<file path="src/rtl/disk_image_loader.sv">
// Disk image loader: synchronises a slow byte strobe into CLK_28M and writes
// each received byte of a TRACKS x TRACK_BYTES floppy image into track RAM.
module disk_image_loader #(
   parameter int TRACKS      = 35,
   parameter int TRACK_BYTES = 6656,
   parameter int ADDR_W      = 18
) (
   input  logic              CLK_28M,
   input  logic              RESET_N,
   input  logic              image_clk,
   input  logic              image_start,
   input  logic [7:0]        image_data,
   output logic              wr_en,
   output logic [ADDR_W-1:0] wr_addr,
   output logic [7:0]        wr_data,
   output logic [5:0]        track,
   output logic              track_done,
   output logic              busy,
   output logic              done
);

   typedef enum logic [1:0] {
      IDLE = 2'd0,
      RECV = 2'd1,
      DONE = 2'd2
   } state_t;

   localparam logic [12:0] LAST_OFF = 13'(TRACK_BYTES - 1);
   localparam logic [5:0]  LAST_TRK = 6'(TRACKS - 1);

   logic              clk_s1_r, clk_s2_r, clk_prev_r;
   logic              start_s1_r, start_s2_r;
   logic [7:0]        data_s1_r, data_s2_r;
   logic              ev_s, ev_r;

   state_t            state_r, state_nx;
   logic [12:0]       offset_r, offset_nx;
   logic [5:0]        track_r, track_nx;
   logic [ADDR_W-1:0] addr_r, addr_nx;
   logic              wr_en_r, wr_en_nx;
   logic [ADDR_W-1:0] wr_addr_r, wr_addr_nx;
   logic [7:0]        wr_data_r, wr_data_nx;
   logic              track_done_r, track_done_nx;
   logic              busy_r, done_r;

   assign ev_s = clk_s2_r & ~clk_prev_r;

   // Two-flop synchronisers and strobe edge detect; the event is registered so
   // start/data are consumed one cycle after detection.
   always_ff @(posedge CLK_28M or negedge RESET_N) begin
      if (!RESET_N) begin
         clk_s1_r   <= 1'b0;
         clk_s2_r   <= 1'b0;
         clk_prev_r <= 1'b0;
         start_s1_r <= 1'b0;
         start_s2_r <= 1'b0;
         data_s1_r  <= 8'h00;
         data_s2_r  <= 8'h00;
         ev_r       <= 1'b0;
      end else begin
         clk_s1_r   <= image_clk;
         clk_s2_r   <= clk_s1_r;
         clk_prev_r <= clk_s2_r;
         start_s1_r <= image_start;
         start_s2_r <= start_s1_r;
         data_s1_r  <= image_data;
         data_s2_r  <= data_s1_r;
         ev_r       <= ev_s;
      end
   end

   // Next-state, counter and write-port logic.
   always_comb begin
      state_nx      = state_r;
      offset_nx     = offset_r;
      track_nx      = track_r;
      addr_nx       = addr_r;
      wr_en_nx      = 1'b0;
      wr_addr_nx    = wr_addr_r;
      wr_data_nx    = wr_data_r;
      track_done_nx = 1'b0;
      if (ev_r) begin
         if (start_s2_r) begin
            state_nx   = RECV;
            offset_nx  = 13'd0;
            track_nx   = 6'd0;
            addr_nx    = {ADDR_W{1'b0}};
            wr_addr_nx = {ADDR_W{1'b0}};
         end else begin
            case (state_r)
               IDLE: state_nx = IDLE;
               DONE: state_nx = DONE;
               RECV: begin
                  wr_en_nx   = 1'b1;
                  wr_addr_nx = addr_r;
                  wr_data_nx = data_s2_r;
                  addr_nx    = addr_r + {{(ADDR_W-1){1'b0}}, 1'b1};
                  if (offset_r == LAST_OFF) begin
                     offset_nx     = 13'd0;
                     track_done_nx = 1'b1;
                     // Final track: stop here and keep track at its last value.
                     if (track_r == LAST_TRK) begin
                        state_nx = DONE;
                        addr_nx  = addr_r;
                     end else begin
                        track_nx = track_r + 6'd1;
                     end
                  end else begin
                     offset_nx = offset_r + 13'd1;
                  end
               end
               default: state_nx = IDLE;
            endcase
         end
      end else begin
         state_nx = state_r;
      end
   end

   // State, counters and registered outputs.
   always_ff @(posedge CLK_28M or negedge RESET_N) begin
      if (!RESET_N) begin
         state_r      <= IDLE;
         offset_r     <= 13'd0;
         track_r      <= 6'd0;
         addr_r       <= {ADDR_W{1'b0}};
         wr_en_r      <= 1'b0;
         wr_addr_r    <= {ADDR_W{1'b0}};
         wr_data_r    <= 8'h00;
         track_done_r <= 1'b0;
         busy_r       <= 1'b0;
         done_r       <= 1'b0;
      end else begin
         state_r      <= state_nx;
         offset_r     <= offset_nx;
         track_r      <= track_nx;
         addr_r       <= addr_nx;
         wr_en_r      <= wr_en_nx;
         wr_addr_r    <= wr_addr_nx;
         wr_data_r    <= wr_data_nx;
         track_done_r <= track_done_nx;
         busy_r       <= (state_nx == RECV);
         done_r       <= (state_nx == DONE);
      end
   end

   assign wr_en      = wr_en_r;
   assign wr_addr    = wr_addr_r;
   assign wr_data    = wr_data_r;
   assign track      = track_r;
   assign track_done = track_done_r;
   assign busy       = busy_r;
   assign done       = done_r;

endmodule

</file>
<file path="config.mk">
export PLATFORM = sky130hd
export DESIGN_NAME = disk_image_loader
export DESIGN_NICKNAME = d
export VERILOG_FILES = /design/src/rtl/disk_image_loader.sv
export SDC_FILE = /design/constraint.sdc
export NUM_CORES = 1
export LEC_CHECK = 0
export CAP_MARGIN = 15
export CORE_UTILIZATION = 39
export DETAILED_ROUTE_END_ITERATION = 6
export PLACE_DENSITY = 0.56
export SYNTH_ARGS = -nofsm -noshare
export SYNTH_HDL_FRONTEND = slang
export SYNTH_SLANG_ARGS = --single-unit
</file>
<file path="constraint.sdc">
create_clock -name CLK_28M -period 5.48 [get_ports CLK_28M]
set_input_delay 1.096 -clock CLK_28M [delete_from_list [all_inputs] [get_ports CLK_28M]]
set_output_delay 1.096 -clock CLK_28M [all_outputs]
set_load 0.02 [all_outputs]
</file>
==> results.sh, run 1 <==
export IMPL_slew_headroom_pct=37.84
export IMPL_power_density_nw_per_um2=281.1
export IMPL_ir_worst_vdd_uv=159.3
export IMPL_cts_buffers=9
export IMPL_first_global_vias=2652
export IMPL_wirelength_um=7709
export IMPL_num_nets_final=404
export IMPL_fillers=908
export IMPL_ys_types=49
export IMPL_p_total_w=0.001295
export IMPL_fin_hold_ws_ns=0.3577
export IMPL_die_height_um=101.7
export IMPL_ys_warn_count=0
export IMPL_die_area_um2=10350
export IMPL_grtUsageTotal_pct=16.79
export IMPL_clock_latency_ns=0.36
export IMPL_clock_fmax_ghz=0.3888
export IMPL_rrSetupSlack_ns=2.91
export IMPL_synth_edf_count=0
export IMPL_rsz0062_at_grt="no"
export IMPL_criticalPathCategory="reg -> reg"
export IMPL_synthCells=342
export IMPL_grt_pass1_wl_um=13300
export IMPL_ctsHoldBuffers=0
export IMPL_synthAdderAreaFrac_pct=1.935
export IMPL_final_max_slew_viol_count=0
export IMPL_drtIter0Drc=113
export IMPL_setup_viol=0
export IMPL_fin_skew_ns=0.01112
export IMPL_hold_viol=0
export IMPL_muxShareOfSynthArea_pct=0
export IMPL_drt_first_pass_iters=4
export IMPL_clock_path_buffers=2
export IMPL_cp_cell_sequence="inv_1, ha_1, nand2_2, or2_2, inv_1, nand2_1, nor3_1, a21o_1"
export IMPL_synth_xor_xnor_area_share_pct=3.387
export IMPL_drive_gt1_share_pct=7.673
export IMPL_fin_ws_ns=2.908
export IMPL_hp_class="reg -> reg"
export IMPL_antenna_found_initial=0
export IMPL_status="completed"
export IMPL_p_leak_nw=2.023
export IMPL_die_x_um=101.7
export IMPL_ant_nets=0
export IMPL_port_buffers=47
export IMPL_setup_tns_ns=0
export IMPL_critPathMostFrequentCell="inv_1"
export IMPL_cap_viol_max_count=0
export IMPL_dp_hpwl_um=5035
export IMPL_syn2layout_area_growth_pct=18.81
export IMPL_remaining_drc_errors=0
export IMPL_yosysSeqAreaShare_pct=58.71
export IMPL_cts_sinks=91
export IMPL_fin_crit_ns=2.572
export IMPL_postLayoutCoreUtil_pct=47.58
export IMPL_ioPinCount=48
export IMPL_cp_arrival_ns=2.88
export IMPL_core_area_um2=9684
export IMPL_cp_slowest_stage_delay_ns=0.72
export IMPL_ys_flop_type="dfrtp_1"
export IMPL_post_place_ws_ns=2.871
export IMPL_clockRootBuffer="clkbuf_8"
export IMPL_finalCritPeriodShare_pct=46.94
export IMPL_syn_area_um2=3879
export IMPL_synthArstFlopShare_pct=100.0
export IMPL_synth_top_family_by_area="simple AND/OR/NAND/NOR gates"
export IMPL_grt_overflow_total=0
export IMPL_wl_per_cell_um=14.71
export IMPL_routabilityCongestion=0.8255
export IMPL_synth_compound_area_share_pct=13.81
export IMPL_cts_tree="done"
export IMPL_clkTransAtPathRegs_ns=0.09
export IMPL_cts_resized=0
export IMPL_grt_max_degree=58
export IMPL_cp_required_ns=5.78
export IMPL_cp_max_fo=29
export IMPL_slowest_stage="inv_1"
export IMPL_tightestPinTransition_ns=0.9314
export IMPL_critPathCaptureType="flip-flop"
export IMPL_ys_ff_latch=91
export IMPL_antenna_cells=0
export IMPL_syn_area_per_cell_um2=11.34
export IMPL_crit_path_start_kind="flip-flop"
export IMPL_start_util_pct=40.05
export IMPL_cts_setup_buffers=0
export IMPL_syn_nets=360
export IMPL_drt_vias_per_instance=5.151
export IMPL_fp_row_count=36
export IMPL_vias=2699
export IMPL_yosys_area_share_simple_pct=18.48
export IMPL_htree_levels=3
## layout by cell type (no fill, tap or decap), types with 3 or more instances in the layout
master	Yosys	final
and2_1	4	4
nand2_1	43	43
ha_1	6	6
or3_1	4	4
o2111ai_1	3	3
buf_4	1	3
o211ai_1	4	4
or4_1	5	5
o21a_1	5	5
a22o_1	17	17
nor3b_1	3	3
nand4_1	8	8
inv_1	8	8
xor2_1	6	6
dfrtp_1	91	91
nor3_1	8	8
clkbuf_8	2	9
a21o_1	4	4
a21oi_1	10	10
clkdlybuf4s50_1	0	46
xnor2_1	9	9
o21ai_0	16	16
nor2_1	23	23
and3_1	4	4
o31ai_1	6	6
nand3_1	12	12
## worst paths after layout
check | cells past startpoint | end | startpoint
min in group asynchronous | 1 | offset_r[6]$_DFFE_PN0P_ | RESET_N
max reg2reg | 8 | offset_r[12]$_DFFE_PN0P_ | state_r[1]$_DFF_PN0_
min reg2reg | 0 | data_s2_r[3]$_DFF_PN0_ | data_s1_r[3]$_DFF_PN0_
max in group asynchronous | 2 | start_s2_r$_DFF_PN0_ | RESET_N
min | 0 | data_s2_r[3]$_DFF_PN0_ | data_s1_r[3]$_DFF_PN0_
max | 8 | offset_r[12]$_DFFE_PN0P_ | state_r[1]$_DFF_PN0_
## flip-flops by register name, summed over array words and instances, names as in the netlist
register,count
state_r,2
clk_s1_r,1
start_s2_r,1
clk_s2_r,1
data_s1_r,8
track,6
start_s1_r,1
wr_addr,18
clk_prev_r,1
offset_r,13
track_done,1
done,1
busy,1
addr_r,18
ev_r,1
data_s2_r,8
wr_en,1
wr_data,8
## stage by stage
stage / std cells / area, um2
floorplan: 342 / 3879
global placement: 508 / 4415
detailed placement: 508 / 4415
CTS: 524 / 4608
global route: 524 / 4608
finish: 524 / 4608
## power breakdown
| part | leakage, nW | total [W] | internal, W | switching [W] |
|---|---|---|---|---|
| logic | 0.739 | 0.000119 | 0.0000512 | 0.0000678 |
| registers | 1.19 | 0.000738 | 0.000705 | 0.0000338 |
| clock network | 0.0911 | 0.000438 | 0.000176 | 0.000262 |
| total | 2.02 | 0.00130 | 0.000932 | 0.000364 |
## routing by layer
layer	global-route usage, %	wire length [um]	vias to the layer above
met2	25.68	3530	51
li1	-	-	1309
met4	5.909	63	0
met5	0	0	-
met3	4.003	252	7
met1	23.31	3862	1332
## cell type report
class,count,area [um2],share of cell area (%)
inverters,8,30.03,0.6516
clock buffers,9,123.9,2.688
well taps,133,166.4,3.611
repair buffers,49,483.0,10.48
clock inverters,7,68.82,1.493
multi-input cells,227,1459,31.66
flip-flops and latches,91,2277,49.42
## cell usage after synthesis, drive strengths merged (4+ instances only)
| master | count | area [um2] |
|---|---|---|
| and2 | 4 | 25.02 |
| o211ai | 5 | 42.54 |
| and3 | 4 | 25.02 |
| xnor2 | 9 | 78.83 |
| o21a | 5 | 37.54 |
| clkbuf | 7 | 46.30 |
| a21o | 4 | 30.03 |
| dfrtp | 91 | 2277 |
| nor3 | 8 | 40.04 |
| inv | 8 | 30.03 |
| or3 | 4 | 25.02 |
| o31ai | 6 | 45.04 |
| o21ai | 19 | 106.4 |
| nand3 | 12 | 60.06 |
| ha | 6 | 75.07 |
| or4 | 5 | 37.54 |
| nand4 | 10 | 92.59 |
| a21oi | 10 | 50.05 |
| a22o | 18 | 158.9 |
| xor2 | 6 | 52.55 |
| buf | 9 | 66.31 |
| nand2 | 44 | 167.7 |
| nor2 | 23 | 86.33 |
## worst max-delay path, delay by kind of cell, from the launching register on
family	cells	cell delay [ns]
simple gates	4	0.96
compound gates	1	0.10
flops	1	0.42
fa+ha+maj	1	0.24
buf+inv	2	0.79
## cells by family after synthesis
kind of cell | Yosys count
buf+inv | 24
simple gates | 131
compound gates | 75
flops | 91
xor+xnor | 15
fa+ha+maj | 6
No activity file was read; power rests on OpenSTA's default activity.
==> inputs of run 2 (changes only) <==
Clock period 5.48 ns to 2.7 ns, I/O delays scaled along.
==> run 2 against run 1 <==
Net effect:
- wire length increased by 2.2%
- clock skew increased by 0.0041 ns
- power increased by 110%
- combinational power increased by 110%
- sequential cell count unchanged
- worst hold slack got worse by 0.30 ns
- first-iteration DRC count decreased by 5.3%
- fmax increased by 18%
- clock power increased by 140%
- global-route usage decreased by 0.23 points
- register-to-register slack got worse by 2.4 ns
- critical path type unchanged
- critical endpoint is now addr_r[15]$_DFFE_PN0P_
- highest routed layer unchanged
==> results.sh, run 2 (synthesis gave the netlist of run 1 again) <==
export IMPL_status="completed"
export IMPL_cap_viol_max_count=0
export IMPL_tightestPinTransition_ns=0.6245
export IMPL_slew_headroom_pct=58.36
export IMPL_cp_max_fo=17
export IMPL_postLayoutCoreUtil_pct=48.18
export IMPL_grt_pass1_wl_um=13000
export IMPL_die_height_um=101.7
export IMPL_clock_path_buffers=2
export IMPL_grtUsageTotal_pct=16.56
export IMPL_drt_first_pass_iters=4
export IMPL_fin_crit_ns=2.181
export IMPL_fp_row_count=36
export IMPL_criticalPathCategory="reg -> reg"
export IMPL_ctsHoldBuffers=0
export IMPL_syn2layout_area_growth_pct=20.29
export IMPL_routabilityCongestion=0.8103
export IMPL_rsz0062_at_grt="no"
export IMPL_cp_arrival_ns=2.40
export IMPL_antenna_cells=0
export IMPL_core_area_um2=9684
export IMPL_clock_fmax_ghz=0.4585
export IMPL_place_area_um2=4443
export IMPL_cts_buffers=9
export IMPL_power_density_nw_per_um2=595.4
export IMPL_critPathCaptureType="flip-flop"
export IMPL_cts_tree="done"
export IMPL_fin_hold_ws_ns=0.06021
export IMPL_cp_required_ns=2.92
export IMPL_ioPinCount=48
export IMPL_clkTransAtPathRegs_ns=0.10
export IMPL_start_util_pct=40.05
export IMPL_final_max_slew_viol_count=0
export IMPL_drt_vias_per_instance=5.169
export IMPL_clock_latency_ns=0.36
export IMPL_port_buffers=47
export IMPL_fin_skew_ns=0.01519
export IMPL_antenna_found_initial=0
export IMPL_wirelength_um=7878
export IMPL_setup_viol=0
export IMPL_grt_overflow_total=0
export IMPL_die_area_um2=10350
export IMPL_ant_nets=0
export IMPL_finalCritPeriodShare_pct=80.78
export IMPL_cts_sinks=91
export IMPL_dp_hpwl_um=5222
export IMPL_remaining_drc_errors=0
export IMPL_cts_setup_buffers=0
export IMPL_layout_common_cells="dfrtp_1 (91), clkdlybuf4s50_1 (46), nand2_1 (43)"
export IMPL_p_leak_nw=2.058
export IMPL_final_common_cell="dfrtp_1"
export IMPL_fin_area_um2=4666
export IMPL_num_nets_final=406
export IMPL_crit_path_start_kind="flip-flop"
export IMPL_hp_class="in -> async"
export IMPL_die_x_um=101.7
export IMPL_wl_per_cell_um=14.98
export IMPL_htree_levels=3
export IMPL_grt_max_degree=70
export IMPL_vias=2719
export IMPL_first_global_vias=2599
export IMPL_ir_worst_vdd_uv=308.6
export IMPL_hold_viol=0
export IMPL_clockRootBuffer="clkbuf_8"
export IMPL_drtIter0Drc=107
export IMPL_setup_tns_ns=0
export IMPL_cts_resized=0
export IMPL_drive_gt1_share_pct=7.888
==> run 2: final timing paths <==
path | end | cells after the start | slack, ns | startpoint
min reg2reg | data_s2_r[0]$_DFF_PN0_ | 0 | 0.35 | data_s1_r[0]$_DFF_PN0_
min in group CLK_28M | data_s2_r[0]$_DFF_PN0_ | 0 | 0.35 | data_s1_r[0]$_DFF_PN0_
min | wr_addr[1]$_DFFE_PN0P_ | 1 | 0.06 | RESET_N
max in group asynchronous | offset_r[10]$_DFFE_PN0P_ | 2 | 1.96 | RESET_N
max reg2reg | addr_r[15]$_DFFE_PN0P_ | 7 | 0.52 | track[0]$_DFFE_PN0P_
max | addr_r[15]$_DFFE_PN0P_ | 7 | 0.52 | track[0]$_DFFE_PN0P_
==> run 2: power breakdown <==
part / leakage [nW] / internal, W / switching [W]
Combinational: 0.753 / 0.000108 / 0.000138
Sequential: 1.19 / 0.00143 / 0.0000669
Clock: 0.111 / 0.000532 / 0.000503
Total: 2.06 / 0.00207 / 0.000708
==> run 2: metal layers <==
layer  GRT usage, %  wire (um)  vias to the layer above
met5              0          0                        -
met4          7.469        124                        0
met3          3.175        259                       10
met2          24.79       3595                       59
met1          23.32       3898                     1340
li1               -          -                     1310
==> run 2: final cells by class <==
cell class	instances	area, um2
Clock buffer	10	127.6
Tap cell	133	166.4
Multi-Input combinational cell	227	1459
Timing Repair Buffer	51	510.5
Clock inverter	6	95.09
Fill cell	890	5019
Sequential cell	91	2277
Inverter	8	30.03
==> run 2: stage by stage <==
step | cells | worst slack [ns] | power (W)
after floorplan | 342 | 0.7289 | 0.001637
after global placement | 510 | 0.6016 | 0.001768
after detailed placement | 510 | 0.5088 | 0.001774
after CTS | 526 | 0.4931 | 0.002808
after global routing | 526 | 0.3305 | 0.002906
final | 526 | 0.5189 | 0.002778
==> run 2: critical path, cell delays in order, from the launching register on <==
cell,delay [ns]
dfrtp_1,0.46
inv_1,0.08
ha_1,0.13
nand2_1,0.06
or4b_1,0.66
o21ai_4,0.40
or4_1,0.18
a21oi_1,0.06
==> inputs of run 3 (changes only) <==
Clock period 2.7 ns to 2.1 ns, I/O delays scaled along.
==> run 3 against run 2 <==
Net effect:
- clock skew fell by 0.0011 ns
- design area is 4.5% higher
- fmax grew 8.3%
- wire length grew 4.1%
- final cell count up 4.4%
==> results.sh, run 3 (synthesis gave the netlist of run 1 again) <==
export IMPL_postLayoutCoreUtil_pct=50.36
export IMPL_antenna_cells=0
export IMPL_ioPinCount=48
export IMPL_first_global_vias=2734
export IMPL_dp_hpwl_um=5552
export IMPL_setup_viol=0
export IMPL_antenna_found_initial=0
export IMPL_num_nets_final=429
export IMPL_die_area_um2=10350
export IMPL_grt_overflow_total=0
export IMPL_status="completed"
export IMPL_grtUsageTotal_pct=17.24
export IMPL_clockRootBuffer="clkbuf_8"
export IMPL_cp_required_ns=2.39
export IMPL_critPathCaptureType="flip-flop"
export IMPL_wl_per_cell_um=14.94
export IMPL_drtIter0Drc=104
export IMPL_criticalPathCategory="reg -> reg"
export IMPL_cts_buffers=9
export IMPL_r2r_cells=7
export IMPL_ctsHoldBuffers=0
export IMPL_ant_nets=0
export IMPL_fin_cells=549
export IMPL_cap_viol_max_count=0
export IMPL_slowest_stage="or4_1"
export IMPL_hold_viol=0
export IMPL_fin_skew_ns=0.01412
export IMPL_cp_cell_sequence="ha_1, and4b_1, nand4_4, o21ai_4, buf_12, or4_1, a21oi_1"
export IMPL_crit_path_start_kind="flip-flop"
export IMPL_ir_worst_vdd_uv=539.9
export IMPL_htree_levels=3
export IMPL_drt_vias_per_instance=5.162
export IMPL_p_total_w=0.003639
export IMPL_clkTransAtPathRegs_ns=0.09
export IMPL_hp_class="in -> async"
export IMPL_cp_slowest_stage_delay_ns=0.50
export IMPL_start_util_pct=40.05
export IMPL_core_area_um2=9684
export IMPL_seqCellArea_um2=2277
export IMPL_slew_headroom_pct=60.89
export IMPL_fillers=895
export IMPL_remaining_drc_errors=0
export IMPL_drive_gt1_share_pct=13.46
export IMPL_fp_row_count=36
export IMPL_grt_max_degree=92
export IMPL_cts_tree="done"
export IMPL_clock_path_buffers=2
export IMPL_final_common_cell="dfrtp_1"
export IMPL_syn2layout_area_growth_pct=25.74
export IMPL_placed_cells=529
export IMPL_final_max_slew_viol_count=0
export IMPL_clock_fmax_ghz=0.4966
export IMPL_multiInputGateArea_um2=1484
export IMPL_drt_first_pass_iters=4
export IMPL_power_density_nw_per_um2=746.1
export IMPL_port_buffers=47
export IMPL_tightestPinTransition_ns=0.5867
export IMPL_die_x_um=101.7
export IMPL_die_height_um=101.7
export IMPL_wirelength_um=8202
export IMPL_grt_pass1_wl_um=13480
export IMPL_cp_max_fo=17
export IMPL_p_leak_nw=2.195
export IMPL_routabilityCongestion=0.7868
export IMPL_clock_latency_ns=0.37
export IMPL_vias=2834
export IMPL_finalCritPeriodShare_pct=95.89
export IMPL_cts_sinks=91
export IMPL_cp_arrival_ns=2.30
export IMPL_fin_crit_ns=2.014
export IMPL_layout_common_cells="dfrtp_1 (91), clkdlybuf4s50_1 (46), nand2_1 (43)"
## run 3: timing repair
item,4_1_cts,5_1_grt
setup buffers,1,2
pin swaps,1,2
cloned,0,1
resized for setup,0,2
setup endpoints to repair,1,14
## run 3: worst paths after layout
path | startpoint | end | slack [ns]
hold reg to reg | clk_s1_r$_DFF_PN0_ | clk_s2_r$_DFF_PN0_ | 0.36
max in group asynchronous | RESET_N | offset_r[8]$_DFFE_PN0P_ | 1.64
setup / recovery | offset_r[0]$_DFFE_PN0P_ | addr_r[9]$_DFFE_PN0P_ | 0.09
hold / removal | RESET_N | track[4]$_DFFE_PN0P_ | 0.07
min in group CLK_28M | clk_s1_r$_DFF_PN0_ | clk_s2_r$_DFF_PN0_ | 0.36
setup reg to reg | offset_r[0]$_DFFE_PN0P_ | addr_r[9]$_DFFE_PN0P_ | 0.09
## run 3: area by class of cell
| cell class | count | area share (%) |
|---|---|---|
| inverter | 8 | 0.6157 |
| clock inverter | 7 | 2.206 |
| multi-input combinational | 228 | 30.43 |
| sequential | 91 | 46.69 |
| clock buffer | 9 | 2.540 |
| timing repair buffer | 73 | 14.11 |
| tap | 133 | 3.412 |
## run 3: metal layers
metal,vias up,routed length (um),track usage (%)
met1,1394,4032,23.40
met4,0,144,7.915
li1,1370,-,-
met3,11,237,3.175
met5,-,0,0
met2,59,3788,26.87
## run 3: power by group
group,internal [W],switching (W)
logic,0.000170,0.000208
registers,0.00184,0.0000667
clock network,0.000691,0.000665
## run 3: stage by stage
step	setup WS (ns)	TNS (ns)	area [um2]	hold slack (ns)
global route	-0.001438	-0.001438	4877	0.1283
finish	0.08627	0	4877	0.06871
detailed placement	0.01326	0	4586	0.3347
CTS	0.02824	0	4837	0.09955
floorplan	0.1289	0	3879	0.1244
global placement	0.08049	0	4586	0.3312
## run 3: worst max-delay path, delay by kind of cell, from the launching register on
family | cells | cell delay (ns)
AO/OA/AOI/OAI | 2 | 0.23
flip-flops | 1 | 0.39
buffers and inverters | 1 | 0.15
adder cells (fa/ha/maj) | 1 | 0.22
AND/OR/NAND/NOR | 3 | 0.92
